--- src/rtl/axi4_xbar_pkg.sv ---
// Shared types and widths for the AXI4 crossbar read/write muxes.
//   ar_payload_t : slave-side AR channel payload (ID already extended)
//   r_payload_t  : master-side R beat (ID with the routing bits stripped)
package axi4_xbar_pkg;
  localparam int EXTRA_ID_LEN        = 2;
  localparam int R_ID_LEN            = 4;
  localparam int ADDR_WIDTH          = 32;
  localparam int DATA_WIDTH          = 32;
  localparam int STRB_WIDTH          = DATA_WIDTH / 8;
  localparam int S_ID_LEN            = EXTRA_ID_LEN + R_ID_LEN;
  localparam int MAX_OUTSTANDING_DEF = 8;

  // Counter must hold 0..max inclusive.
  function automatic int outst_w(input int max_o);
    return $clog2(max_o + 1);
  endfunction

  localparam int OUTST_W = outst_w(MAX_OUTSTANDING_DEF);

  typedef struct packed {
    logic [S_ID_LEN-1:0]   id;
    logic [ADDR_WIDTH-1:0] addr;
    logic [7:0]            len;
    logic [2:0]            size;
    logic [1:0]            burst;
    logic [1:0]            lock;
    logic [3:0]            cache;
    logic [2:0]            prot;
  } ar_payload_t;

  typedef struct packed {
    logic [R_ID_LEN-1:0]   id;
    logic [DATA_WIDTH-1:0] data;
    logic [STRB_WIDTH-1:0] strb;
    logic                  last;
  } r_payload_t;
endpackage

--- src/rtl/rr_arbiter.sv ---
// Round-robin arbiter. Search starts at the internal pointer and wraps; the
// pointer moves to just past the winner whenever advance_i is high.
//   req_i       : request vector
//   advance_i   : grant consumed this cycle
//   grant_o     : one-hot grant, grant_idx_o its index, grant_vld_o any request
module rr_arbiter #(
  parameter  int N  = 4,
  localparam int IW = (N > 1) ? $clog2(N) : 1
) (
  input  logic          clk_i,
  input  logic          rst_ni,
  input  logic [N-1:0]  req_i,
  input  logic          advance_i,
  output logic [N-1:0]  grant_o,
  output logic [IW-1:0] grant_idx_o,
  output logic          grant_vld_o
);
  logic [IW-1:0] ptr_q, ptr_d;
  logic [IW-1:0] hi_idx, lo_idx;
  logic          hi_found, lo_found;

  // Two passes: lowest request at/above the pointer, else lowest overall.
  always_comb begin
    hi_idx   = '0;
    lo_idx   = '0;
    hi_found = 1'b0;
    lo_found = 1'b0;
    for (int i = N - 1; i >= 0; i--) begin
      if (req_i[i]) begin
        lo_idx   = IW'(i);
        lo_found = 1'b1;
        if (IW'(i) >= ptr_q) begin
          hi_idx   = IW'(i);
          hi_found = 1'b1;
        end
      end
    end
    grant_idx_o = hi_found ? hi_idx : lo_idx;
    grant_vld_o = lo_found;
    grant_o     = '0;
    grant_o[grant_idx_o] = lo_found;
  end

  always_comb begin
    ptr_d = ptr_q;
    if (advance_i && grant_vld_o)
      ptr_d = (grant_idx_o == IW'(N - 1)) ? '0 : IW'(grant_idx_o + 1'b1);
  end

  always_ff @(posedge clk_i) begin
    if (!rst_ni) ptr_q <= '0;
    else         ptr_q <= ptr_d;
  end
endmodule

--- src/rtl/axi4_read_mux.sv ---
// N-master to 1-slave AXI4 read mux (AR + R).
//   m_AR*_i / m_ARREADY_o : master AR ports, round-robin into one AR slot
//   s_AR*_o / s_ARREADY_i : registered slave AR; ID = {master index, master ID}
//   s_R*_i  / s_RREADY_o  : slave R, routed combinationally by upper ID bits
//   m_R*_o  / m_RREADY_i  : per-master R
//   decerr_o              : one-cycle pulse after an R beat to a nonexistent master
module axi4_read_mux
  import axi4_xbar_pkg::*;
#(
  parameter int MASTER_NUM      = 4,
  parameter int MAX_OUTSTANDING = MAX_OUTSTANDING_DEF
) (
  input  logic                                  ACLK,
  input  logic                                  ARESETn,
  input  logic [MASTER_NUM-1:0][R_ID_LEN-1:0]   m_ARID_i,
  input  logic [MASTER_NUM-1:0][ADDR_WIDTH-1:0] m_ARADDR_i,
  input  logic [MASTER_NUM-1:0][7:0]            m_ARLEN_i,
  input  logic [MASTER_NUM-1:0][2:0]            m_ARSIZE_i,
  input  logic [MASTER_NUM-1:0][1:0]            m_ARBURST_i,
  input  logic [MASTER_NUM-1:0][1:0]            m_ARLOCK_i,
  input  logic [MASTER_NUM-1:0][3:0]            m_ARCACHE_i,
  input  logic [MASTER_NUM-1:0][2:0]            m_ARPROT_i,
  input  logic [MASTER_NUM-1:0]                 m_ARVALID_i,
  output logic [MASTER_NUM-1:0]                 m_ARREADY_o,
  output logic [MASTER_NUM-1:0][R_ID_LEN-1:0]   m_RID_o,
  output logic [MASTER_NUM-1:0][DATA_WIDTH-1:0] m_RDATA_o,
  output logic [MASTER_NUM-1:0][STRB_WIDTH-1:0] m_RSTRB_o,
  output logic [MASTER_NUM-1:0]                 m_RLAST_o,
  output logic [MASTER_NUM-1:0]                 m_RVALID_o,
  input  logic [MASTER_NUM-1:0]                 m_RREADY_i,
  output logic [S_ID_LEN-1:0]                   s_ARID_o,
  output logic [ADDR_WIDTH-1:0]                 s_ARADDR_o,
  output logic [7:0]                            s_ARLEN_o,
  output logic [2:0]                            s_ARSIZE_o,
  output logic [1:0]                            s_ARBURST_o,
  output logic [1:0]                            s_ARLOCK_o,
  output logic [3:0]                            s_ARCACHE_o,
  output logic [2:0]                            s_ARPROT_o,
  output logic                                  s_ARVALID_o,
  input  logic                                  s_ARREADY_i,
  input  logic [S_ID_LEN-1:0]                   s_RID_i,
  input  logic [DATA_WIDTH-1:0]                 s_RDATA_i,
  input  logic [STRB_WIDTH-1:0]                 s_RSTRB_i,
  input  logic                                  s_RLAST_i,
  input  logic                                  s_RVALID_i,
  output logic                                  s_RREADY_o,
  output logic                                  decerr_o
);
  localparam int CW = outst_w(MAX_OUTSTANDING);
  localparam int IW = $clog2(MASTER_NUM);

  ar_payload_t                   ar_q, ar_d;
  logic                          s_arvalid_q, s_arvalid_d;
  logic                          decerr_q, decerr_d;
  logic [MASTER_NUM-1:0][CW-1:0] outst_q, outst_d;

  logic [MASTER_NUM-1:0] elig, gnt, hit, rlast_hs;
  logic [IW-1:0]         gnt_idx;
  logic                  gnt_vld, slot_free, adv, idx_ok;
  logic [EXTRA_ID_LEN-1:0] r_idx;
  r_payload_t            r_beat;

  // ---------------- AR path ----------------
  assign slot_free = !s_arvalid_q || s_ARREADY_i;

  always_comb begin
    for (int i = 0; i < MASTER_NUM; i++)
      elig[i] = m_ARVALID_i[i] && (outst_q[i] < CW'(MAX_OUTSTANDING));
  end

  rr_arbiter #(.N(MASTER_NUM)) u_arb (
    .clk_i      (ACLK),
    .rst_ni     (ARESETn),
    .req_i      (elig),
    .advance_i  (adv),
    .grant_o    (gnt),
    .grant_idx_o(gnt_idx),
    .grant_vld_o(gnt_vld)
  );

  // Gated by reset so no master sees a handshake while the mux is held in reset.
  assign adv         = ARESETn && slot_free && gnt_vld;
  assign m_ARREADY_o = adv ? gnt : '0;

  always_comb begin
    ar_d        = ar_q;
    s_arvalid_d = s_arvalid_q;
    if (slot_free) begin
      s_arvalid_d = gnt_vld;
      if (gnt_vld) begin
        ar_d.id    = {EXTRA_ID_LEN'(gnt_idx), m_ARID_i[gnt_idx]};
        ar_d.addr  = m_ARADDR_i[gnt_idx];
        ar_d.len   = m_ARLEN_i[gnt_idx];
        ar_d.size  = m_ARSIZE_i[gnt_idx];
        ar_d.burst = m_ARBURST_i[gnt_idx];
        ar_d.lock  = m_ARLOCK_i[gnt_idx];
        ar_d.cache = m_ARCACHE_i[gnt_idx];
        ar_d.prot  = m_ARPROT_i[gnt_idx];
      end
    end
  end

  assign s_ARID_o    = ar_q.id;
  assign s_ARADDR_o  = ar_q.addr;
  assign s_ARLEN_o   = ar_q.len;
  assign s_ARSIZE_o  = ar_q.size;
  assign s_ARBURST_o = ar_q.burst;
  assign s_ARLOCK_o  = ar_q.lock;
  assign s_ARCACHE_o = ar_q.cache;
  assign s_ARPROT_o  = ar_q.prot;
  assign s_ARVALID_o = s_arvalid_q;

  // ---------------- R path (stateless) ----------------
  assign r_idx  = s_RID_i[S_ID_LEN-1:R_ID_LEN];
  assign r_beat = '{id: s_RID_i[R_ID_LEN-1:0], data: s_RDATA_i, strb: s_RSTRB_i, last: s_RLAST_i};

  always_comb begin
    for (int i = 0; i < MASTER_NUM; i++)
      hit[i] = (r_idx == EXTRA_ID_LEN'(i));
  end

  assign idx_ok     = |hit;
  assign m_RVALID_o = s_RVALID_i ? hit : '0;
  // Beats addressed to no master are sunk so the slave never stalls on them.
  assign s_RREADY_o = idx_ok ? |(hit & m_RREADY_i) : 1'b1;
  assign decerr_d   = s_RVALID_i && !idx_ok;
  assign decerr_o   = decerr_q;

  for (genvar g = 0; g < MASTER_NUM; g++) begin : g_r
    assign m_RID_o[g]   = r_beat.id;
    assign m_RDATA_o[g] = r_beat.data;
    assign m_RSTRB_o[g] = r_beat.strb;
    assign m_RLAST_o[g] = r_beat.last;
  end

  // ---------------- outstanding counters ----------------
  assign rlast_hs = (s_RVALID_i && s_RREADY_o && s_RLAST_i) ? hit : '0;

  always_comb begin
    outst_d = outst_q;
    for (int i = 0; i < MASTER_NUM; i++) begin
      if (m_ARREADY_o[i] && !rlast_hs[i])
        outst_d[i] = outst_q[i] + 1'b1;
      else if (rlast_hs[i] && !m_ARREADY_o[i] && outst_q[i] != '0)
        outst_d[i] = outst_q[i] - 1'b1;
    end
  end

  always_ff @(posedge ACLK) begin
    if (!ARESETn) begin
      s_arvalid_q <= 1'b0;
      ar_q        <= '0;
      outst_q     <= '0;
      decerr_q    <= 1'b0;
    end else begin
      s_arvalid_q <= s_arvalid_d;
      ar_q        <= ar_d;
      outst_q     <= outst_d;
      decerr_q    <= decerr_d;
    end
  end
endmodule

--- config.mk ---
export PLATFORM = sky130hd
export DESIGN_NAME = axi4_read_mux
export DESIGN_NICKNAME = d
export VERILOG_FILES = /design/src/rtl/axi4_xbar_pkg.sv /design/src/rtl/rr_arbiter.sv /design/src/rtl/axi4_read_mux.sv
export SDC_FILE = /design/constraint.sdc
export NUM_CORES = 1
export LEC_CHECK = 0
export ABC_AREA = 1
export CAP_MARGIN = 20
export CORE_AREA = 2 2 204 206
export DETAILED_ROUTE_END_ITERATION = 8
export DIE_AREA = 0 0 206 208
export GPL_ROUTABILITY_DRIVEN = 0
export GPL_TIMING_DRIVEN = 1
export PLACE_DENSITY = 0.44
export SYNTH_ARGS = -nofsm -noshare
export SYNTH_HDL_FRONTEND = slang
export SYNTH_SLANG_ARGS = --single-unit
--- constraint.sdc ---
create_clock -name ACLK -period 3.4 [get_ports ACLK]
set_input_delay 0.68 -clock ACLK [delete_from_list [all_inputs] [get_ports ACLK]]
set_output_delay 0.68 -clock ACLK [all_outputs]
set_load 0.02 [all_outputs]
==> metrics.md, run 1 <==
| Metric | Value |
|---|---|
| RSZ-0062 raised after global routing | `false` |
| Layout cells sized above 1 | `5.94%` |
| Die height | `about 210 um` |
| Setup bufs post-CTS | `0` |
| Library cells used by synthesis | `39` |
| Share of the synthesized area in the top cell type | `25.5%` |
| Fmax | `approximately 0.32 GHz` |
| Port Buf Inserts | `between 300 and 400` |
| Via count | `6502` |
| Drt pass-1 iters | `4` |
| Yosys top cell by area | `dfxtp_1` |
| Met2 Track Usage GR | `just over 20%` |
| Vias in the first global route | `between 6000 and 7000` |
| Die area | `about 43000 um2` |
| Final global-route overflow total | `0` |
| Post-synth EDFFs | `0` |
| Arr. time, crit path | `around 2.5 ns` |
| Number of remaining DRC errors | `0` |
| #FFs+latches synth | `80` |
| Post-DR wirelength/cell | `~17 um` |
| YS warnings | `0` |
| # Max-Cap Violations | `0` |
| Top_reg_cell synth | `dfxtp_1` |
| DRT iter0 DRCs | `about 250` |
| CTS Buf Count | `9` |
| Sequential area share after synthesis | `between 20% and 30%` |
| Peak VDD IR | `approximately 330 uV` |
| Tcrit/Tclk final | `~92%` |
| Crit. End Element | `output pin` |
| Normalized max-slew margin | `between 40% and 50%` |
| Syn Inst Count | `roughly 930` |
| Area growth syn-to-layout | `47.6%` |
| Final Hold Vio Count | `0` |
| Measured slew at the worst slew-check pin | `between 0.8 and 0.9 ns` |
| Skew-Pair Late Insertion Delay | `0.38 ns` |
| Final Max Slew Viols | `0` |
| Total wire length | `roughly 27 mm` |
| Clock root cell | `clkbuf_16` |
| Ranking of synthesized cells by area | `dfxtp_1, buf_4, nand2_1` |
| Met3 global-route usage | `about 5.7%` |
| TritonCTS clock tree | `built` |
| Syn_nets | `between 1000 and 1500` |
| First-pass GRT wire length | `approximately 39 mm` |
| H-Tree Depth | `3` |
| Clk sinks | `80` |
| Outcome | `finished, final reports clean` |
| Nature of the critical path startpoint | `input port` |
| Inst Count DP | `1594` |
| Via-to-Cell Ratio | `just over 4` |
| Die X | `about 210 um` |
| ANT nets after route | `0` |
| DPL Wire Length | `~20 mm` |
| Hold WC Path Type | `reg -> reg` |
| Largest net degree at the start of global routing | `between 100 and 150` |
| Initial antenna violation count | `0` |
| GR Util met1 | `about an eighth` |
| Cell area power density | `about 700 nW/um2` |
| Critical path peak fanout | `3` |
| Final cell count without fillers | `1611` |
| Total GRT Usage | `12.3%` |
| Row count | `74` |
| Endpoints failing setup | `0` |
| Syn_area_per_cell | `between 6 and 7 um2` |
| Clock skew | `about 0.013 ns` |
| Core area | `between 40000 and 50000 um2` |
| Final min period | `around 3.1 ns` |
| Top Usage Layer GRT | `met2` |
| Clock-pin slew on the worst setup and hold paths | `approximately 0.06 ns` |
| Total Nets Final | `approximately 1400` |
| Initial cell density of the core | `between 15 and 20%` |
| Post-Syn Area | `between 6000 and 7000 um2` |
| CP Class | `in -> out` |
| Max clock buf depth | `2` |
| Setup TNS | `0 ns` |
| Async S/R FF share, synth | `0%` |
| Boundary pin count | `between 500 and 600` |
| Worst Path Required | `around 2.7 ns` |
| Leakage | `around 3.7 nW` |
-- flip-flops by register name, summed over array words and instances (netlist names) --
name	cells
s_ARADDR_o	32
outst_q	16
s_ARLEN_o	8
s_ARID_o	6
s_ARCACHE_o	4
s_ARPROT_o	3
s_ARSIZE_o	3
s_ARBURST_o	2
s_ARLOCK_o	2
u_arb.ptr_q	2
decerr_o	1
s_ARVALID_o	1
-- cell usage in the layout, fill, tap and decap left out, types with 2 or more instances in the layout --
cell type	n
clkdlybuf4s50_1	316
nand2_1	164
o21ai_0	120
a21oi_1	89
dfxtp_1	80
inv_1	70
nor2_1	69
a41oi_1	38
buf_4	22
nand3_1	17
o21ai_1	11
ha_1	9
clkbuf_16	9
nand2_2	5
buf_12	5
nor3_1	4
nor2_4	4
fa_1	4
nand4_1	3
a31oi_1	3
xnor2_1	3
bufinv_16	3
inv_2	2
nand2_4	2
nand3b_1	2
nor4_1	2
dlymetal6s2s_1	2
dlygate4sd2_1	2
-- worst max-delay path, stage by stage --
cell	delay, ns
clkdlybuf4s50_1	0.47
inv_1	0.04
nor2_1	0.09
nand2_1	0.09
nand2_1	0.13
nor2_4	0.05
a21oi_4	0.13
ha_1	0.16
inv_1	0.05
nor2_1	0.18
dlygate4sd2_1	0.38
-- routing by layer --
metal / wire length (um) / part of all wire, %
met5: 0 / 0
met3: 2770 / 10
met1: 10200 / 38
met2: 12500 / 47
met4: 1170 / 4.4
-- power by group --
group / switching (mW) / internal [mW] / leakage [nW]
sequential: 0.183 / 1.25 / 0.663
combinational: 2.27 / 1.54 / 2.85
clock: 0.488 / 0.724 / 0.163
-- logic make-up after synthesis --
logic type               Yosys count  synth area share [%]
flip-flops                        80                  25.5
buffers and inverters            290                  28.2
adder cells (fa/ha/maj)           13                  3.06
AND/OR/NAND/NOR                  277                  18.8
other                              1                0.0596
XOR/XNOR                           4                 0.557
AO/OA/AOI/OAI                    266                  23.9
-- path summary, 6_finish.rpt --
| kind | from | endpoint | slack, ns | cells past startpoint |
|---|---|---|---|---|
| max | m_ARVALID_i[0] | m_ARREADY_o[3] | 0.27 | 11 |
| min | s_ARID_o[5]$_SDFFE_PN0P_ | s_ARID_o[5]$_SDFFE_PN0P_ | 0.48 | 2 |
| max reg2reg | outst_q[15]$_SDFFE_PN0P_ | outst_q[11]$_SDFFE_PN0P_ | 0.78 | 19 |
| min reg2reg | s_ARID_o[5]$_SDFFE_PN0P_ | s_ARID_o[5]$_SDFFE_PN0P_ | 0.48 | 2 |
-- metrics by stage --
stage	setup slack (ns)	total power [mW]	util (%)	area (um2)	hold slack (ns)
floorplan	0.0607	3.89	-	6290	0.462
global placement	-0.0349	5.36	22.0	8940	0.455
detailed placement	-0.0399	5.35	22.0	8940	0.466
CTS	0.0234	6.65	22.9	9280	0.484
global route	0.132	7.02	22.9	9290	0.507
finish	0.267	6.46	22.9	9290	0.479
-- synth_stat cells, types with 5 or more instances --
| master | n |
|---|---|
| nand2_1 | 164 |
| nand3_1 | 17 |
| buf_4 | 168 |
| o21ai_0 | 120 |
| inv_1 | 70 |
| nor2_1 | 70 |
| dfxtp_1 | 80 |
| a41oi_1 | 38 |
| o21ai_1 | 11 |
| clkbuf_1 | 24 |
| buf_2 | 18 |
| nand2_2 | 5 |
| a21oi_1 | 89 |
| ha_1 | 9 |
-- layout make-up --
class / instances / area (um2)
clock buffers: 10 / 229
multi-input cells: 561 / 2920
repair buffers: 348 / 3480
flip-flops and latches: 80 / 1600
inverters: 73 / 277
diodes: 1 / 2.50
clock inverters: 6 / 115
well taps: 532 / 666
fillers: 4572 / 31300
-- repair_timing --
action,4_1_cts,5_1_grt
gates resized for setup,2,2
endpoints found under the hold margin,0,0
setup endpoints to repair,2,2
hold buffers,0,0
(Power assumes the default switching activity.)
==> inputs of run 2 (changes only) <==
--- a/config.mk
+++ b/config.mk
@@ -7,12 +7,13 @@
 export LEC_CHECK = 0
 export ABC_AREA = 1
 export CAP_MARGIN = 20
+export CELL_PAD_IN_SITES_DETAIL_PLACEMENT = 1
+export CELL_PAD_IN_SITES_GLOBAL_PLACEMENT = 1
 export CORE_AREA = 2 2 204 206
 export DETAILED_ROUTE_END_ITERATION = 8
 export DIE_AREA = 0 0 206 208
 export GPL_ROUTABILITY_DRIVEN = 0
-export GPL_TIMING_DRIVEN = 1
-export PLACE_DENSITY = 0.44
+export PLACE_DENSITY = 0.63
 export SYNTH_ARGS = -nofsm -noshare
 export SYNTH_HDL_FRONTEND = slang
 export SYNTH_SLANG_ARGS = --single-unit
==> metrics.md, run 2 (synthesis results as in run 1) <==
| Metric | Value |
|---|---|
| Outcome | `finished, final reports clean` |
| Final Max Slew Viols | `0 (unchanged)` |
| Drt pass-1 iters | `4 (unchanged)` |
| Clock skew | `0.0116 ns (-0.00170 ns)` |
| CP max-delay cell | `clkdlybuf4s50_1` |
| Tcrit/Tclk final | `93.9% (+1.8 points)` |
| Reg power frac | `22.7% (+0.6 points)` |
| Layout cells sized above 1 | `5.59% (-0.35 points)` |
| CTS Buf Count | `9 (unchanged)` |
| Boundary pin count | `522 (unchanged)` |
| Via-to-Cell Ratio | `4.10 (+1.6%)` |
| Leakage | `3.62 nW (-1.6%)` |
| Total wire length | `27.6 mm (+3.4%)` |
| First-pass GRT wire length | `40.7 mm (+3.7%)` |
| TritonCTS clock tree | `built` |
| DRT met1 WL | `10.3 mm (+0.86%)` |
| Commonest non-fill, non-tap cells in the layout | `clkdlybuf4s50_1, nand2_1, o21ai_0` |
| Post-layout power | `6.29 mW (-2.7%)` |
| Arr. time, crit path | `2.51 ns (+0.06 ns)` |
| Net Switching | `2.90 mW (-1.5%)` |
| Measured slew at the worst slew-check pin | `0.895 ns (+0.0296 ns)` |
| Clock-pin slew on the worst setup and hold paths | `0.06 ns (about the same)` |
| Largest net degree at the start of global routing | `119 (unchanged)` |
| Final min period | `3.19 ns (+0.0598 ns)` |
| Final global-route overflow total | `0 (unchanged)` |
| Row count | `74 (unchanged)` |
| Nature of the critical path startpoint | `input port` |
| RSZ-0062 raised after global routing | `false` |
| Wire length on met2 | `14.2 mm (+13%)` |
| Max FFs per register | `32 (unchanged)` |
| Die height | `208 um (unchanged)` |
| Metal3 WL | `2.63 mm (-5.1%)` |
| Final cell count without fillers | `1605 (-0.37%)` |
| Normalized max-slew margin | `40.3% (-2.0 points)` |
| DPL Wire Length | `20.6 mm (+4.5%)` |
| Final Hold Vio Count | `0 (unchanged)` |
| Skew-Pair Late Insertion Delay | `0.38 ns (about the same)` |
| ANT nets after route | `0 (unchanged)` |
| Crit. End Element | `output pin` |
| Worst Path Required | `2.72 ns (about the same)` |
| Critical path peak fanout | `23 (+20)` |
| Hold_sp | `s_ARID_o[4]$_SDFFE_PN0P_` |
| Hold-fix buffers, CTS | `0 (unchanged)` |
| CP cell instances | `clkdlybuf4s50_1, inv_1, nor2_1, nand2_1, nand2_1, nor2_4, a21oi_4, buf_4, nand3_1, inv_1, buf_4` |
| Peak VDD IR | `333 uV (+2.2%)` |
| Most common cell after layout, fill and taps aside | `clkdlybuf4s50_1` |
| Combinational power share | `59.3% (+0.2 points)` |
| Sw Share | `46.1% (+0.53 points)` |
| Vias in the first global route | `6979 (+5.7%)` |
| Fmax | `0.313 GHz (-1.9%)` |
| Post-DR wirelength/cell | `17.2 um (+3.8%)` |
| Ant diodes | `0 (-1)` |
| Number of remaining DRC errors | `0 (unchanged)` |
| Clock root cell | `clkbuf_16` |
| Clk pwr share | `17.9% (-0.9 points)` |
| Total Nets Final | `1368 (-0.36%)` |
| CP Class | `in -> out` |
| Port Buf Inserts | `321 (unchanged)` |
| Worst path max stage delay | `0.50 ns (+0.03 ns)` |
| Inst Count DP | `1589 (-0.31%)` |
| Initial antenna violation count | `1 (+1)` |
| Max clock buf depth | `2 (unchanged)` |
| Die X | `206 um (unchanged)` |
| Area growth syn-to-layout | `46.1%` |
| # fillers | `4945 (+8.2%)` |
| Clk sinks | `80 (unchanged)` |
| Critical Path Source | `m_ARVALID_i[0]` |
| Highest metal used | `met5` |
| Core area | `40600 um2 (unchanged)` |
| Total GRT Usage | `12.6% (+0.31 points)` |
| Endpoints failing setup | `0 (unchanged)` |
| Hold WC Path Type | `reg -> reg` |
| Die area | `42800 um2 (unchanged)` |
| Worst r2r src | `outst_q[11]$_SDFFE_PN0P_` |
| H-Tree Depth | `3 (unchanged)` |
| Initial cell density of the core | `15.5% (unchanged)` |
| Setup TNS | `0 ns (unchanged)` |
| P_int | `3.39 mW (-3.6%)` |
| DRT iter0 DRCs | `242 (-2.0%)` |
| Cell area power density | `684 nW/um2 (-1.6%)` |
| Via count | `6584 (+1.3%)` |
| # Max-Cap Violations | `0 (unchanged)` |
[run 2: path summary, 6_finish.rpt]
path	endpoint	slack, ns	cells past startpoint
worst max-delay path	m_ARREADY_o[1]	0.21	11
worst min-delay path	s_ARID_o[4]$_SDFFE_PN0P_	0.47	2
worst max register to register	outst_q[7]$_SDFFE_PN0P_	0.77	18
worst min register to register	s_ARID_o[4]$_SDFFE_PN0P_	0.47	2
[run 2: power groups by stage]
| stage | Sequential [mW] | Clock (mW) | Combinational [mW] |
|---|---|---|---|
| 6_report | 1.43 | 1.13 | 3.73 |
| 2_1_floorplan | 1.73 | 0 | 2.16 |
| 3_5_place_dp | 1.44 | 0 | 3.80 |
| 5_1_grt | 1.47 | 1.23 | 4.14 |
| 3_3_place_gp | 1.43 | 0 | 3.74 |
| 4_1_cts | 1.43 | 1.20 | 3.82 |
[run 2: layout make-up]
type	count	area (um2)	area share (%)
Timing Repair Buffer	343	3410	37.1
Multi-Input combinational cell	561	2930	31.8
Sequential cell	80	1600	17.4
Tap cell	532	666	7.24
Inverter	73	277	3.01
Clock buffer	13	250	2.72
Clock inverter	3	65.1	0.708
[run 2: critical path: cells and delay by family]
kind | cells | cell delay, ns
AOI/OAI and AO/OA | 1 | 0.12
buffers and inverters | 5 | 1.12
and+or+nand+nor | 5 | 0.57
[run 2: per-stage QoR]
stage          hold slack, ns  utilization, %  instance area, um2  worst slack (ns)
3_3_place_gp            0.449            21.9                8870           -0.0396
2_1_floorplan           0.462               -                6290            0.0607
3_5_place_dp            0.456            21.9                8870           -0.0937
6_report                0.467            22.7                9190             0.207
5_1_grt                 0.504            22.7                9190           0.00407
4_1_cts                 0.472            22.7                9190            0.0438
[run 2: layer usage]
layer / GRT usage, % / vias to the layer above
li1: - / 3188
met2: 23.0 / 300
met4: 3.84 / 2
met3: 5.25 / 30
met5: 0.230 / -
met1: 12.8 / 3064
[run 2: what timing repair did]
item | CTS | global route
gates cloned | 0 | 0
gates resized for setup | 1 | 2
endpoints found under the setup margin | 1 | 2
buffers inserted | 0 | 0
hold endpoints to repair | 0 | 0
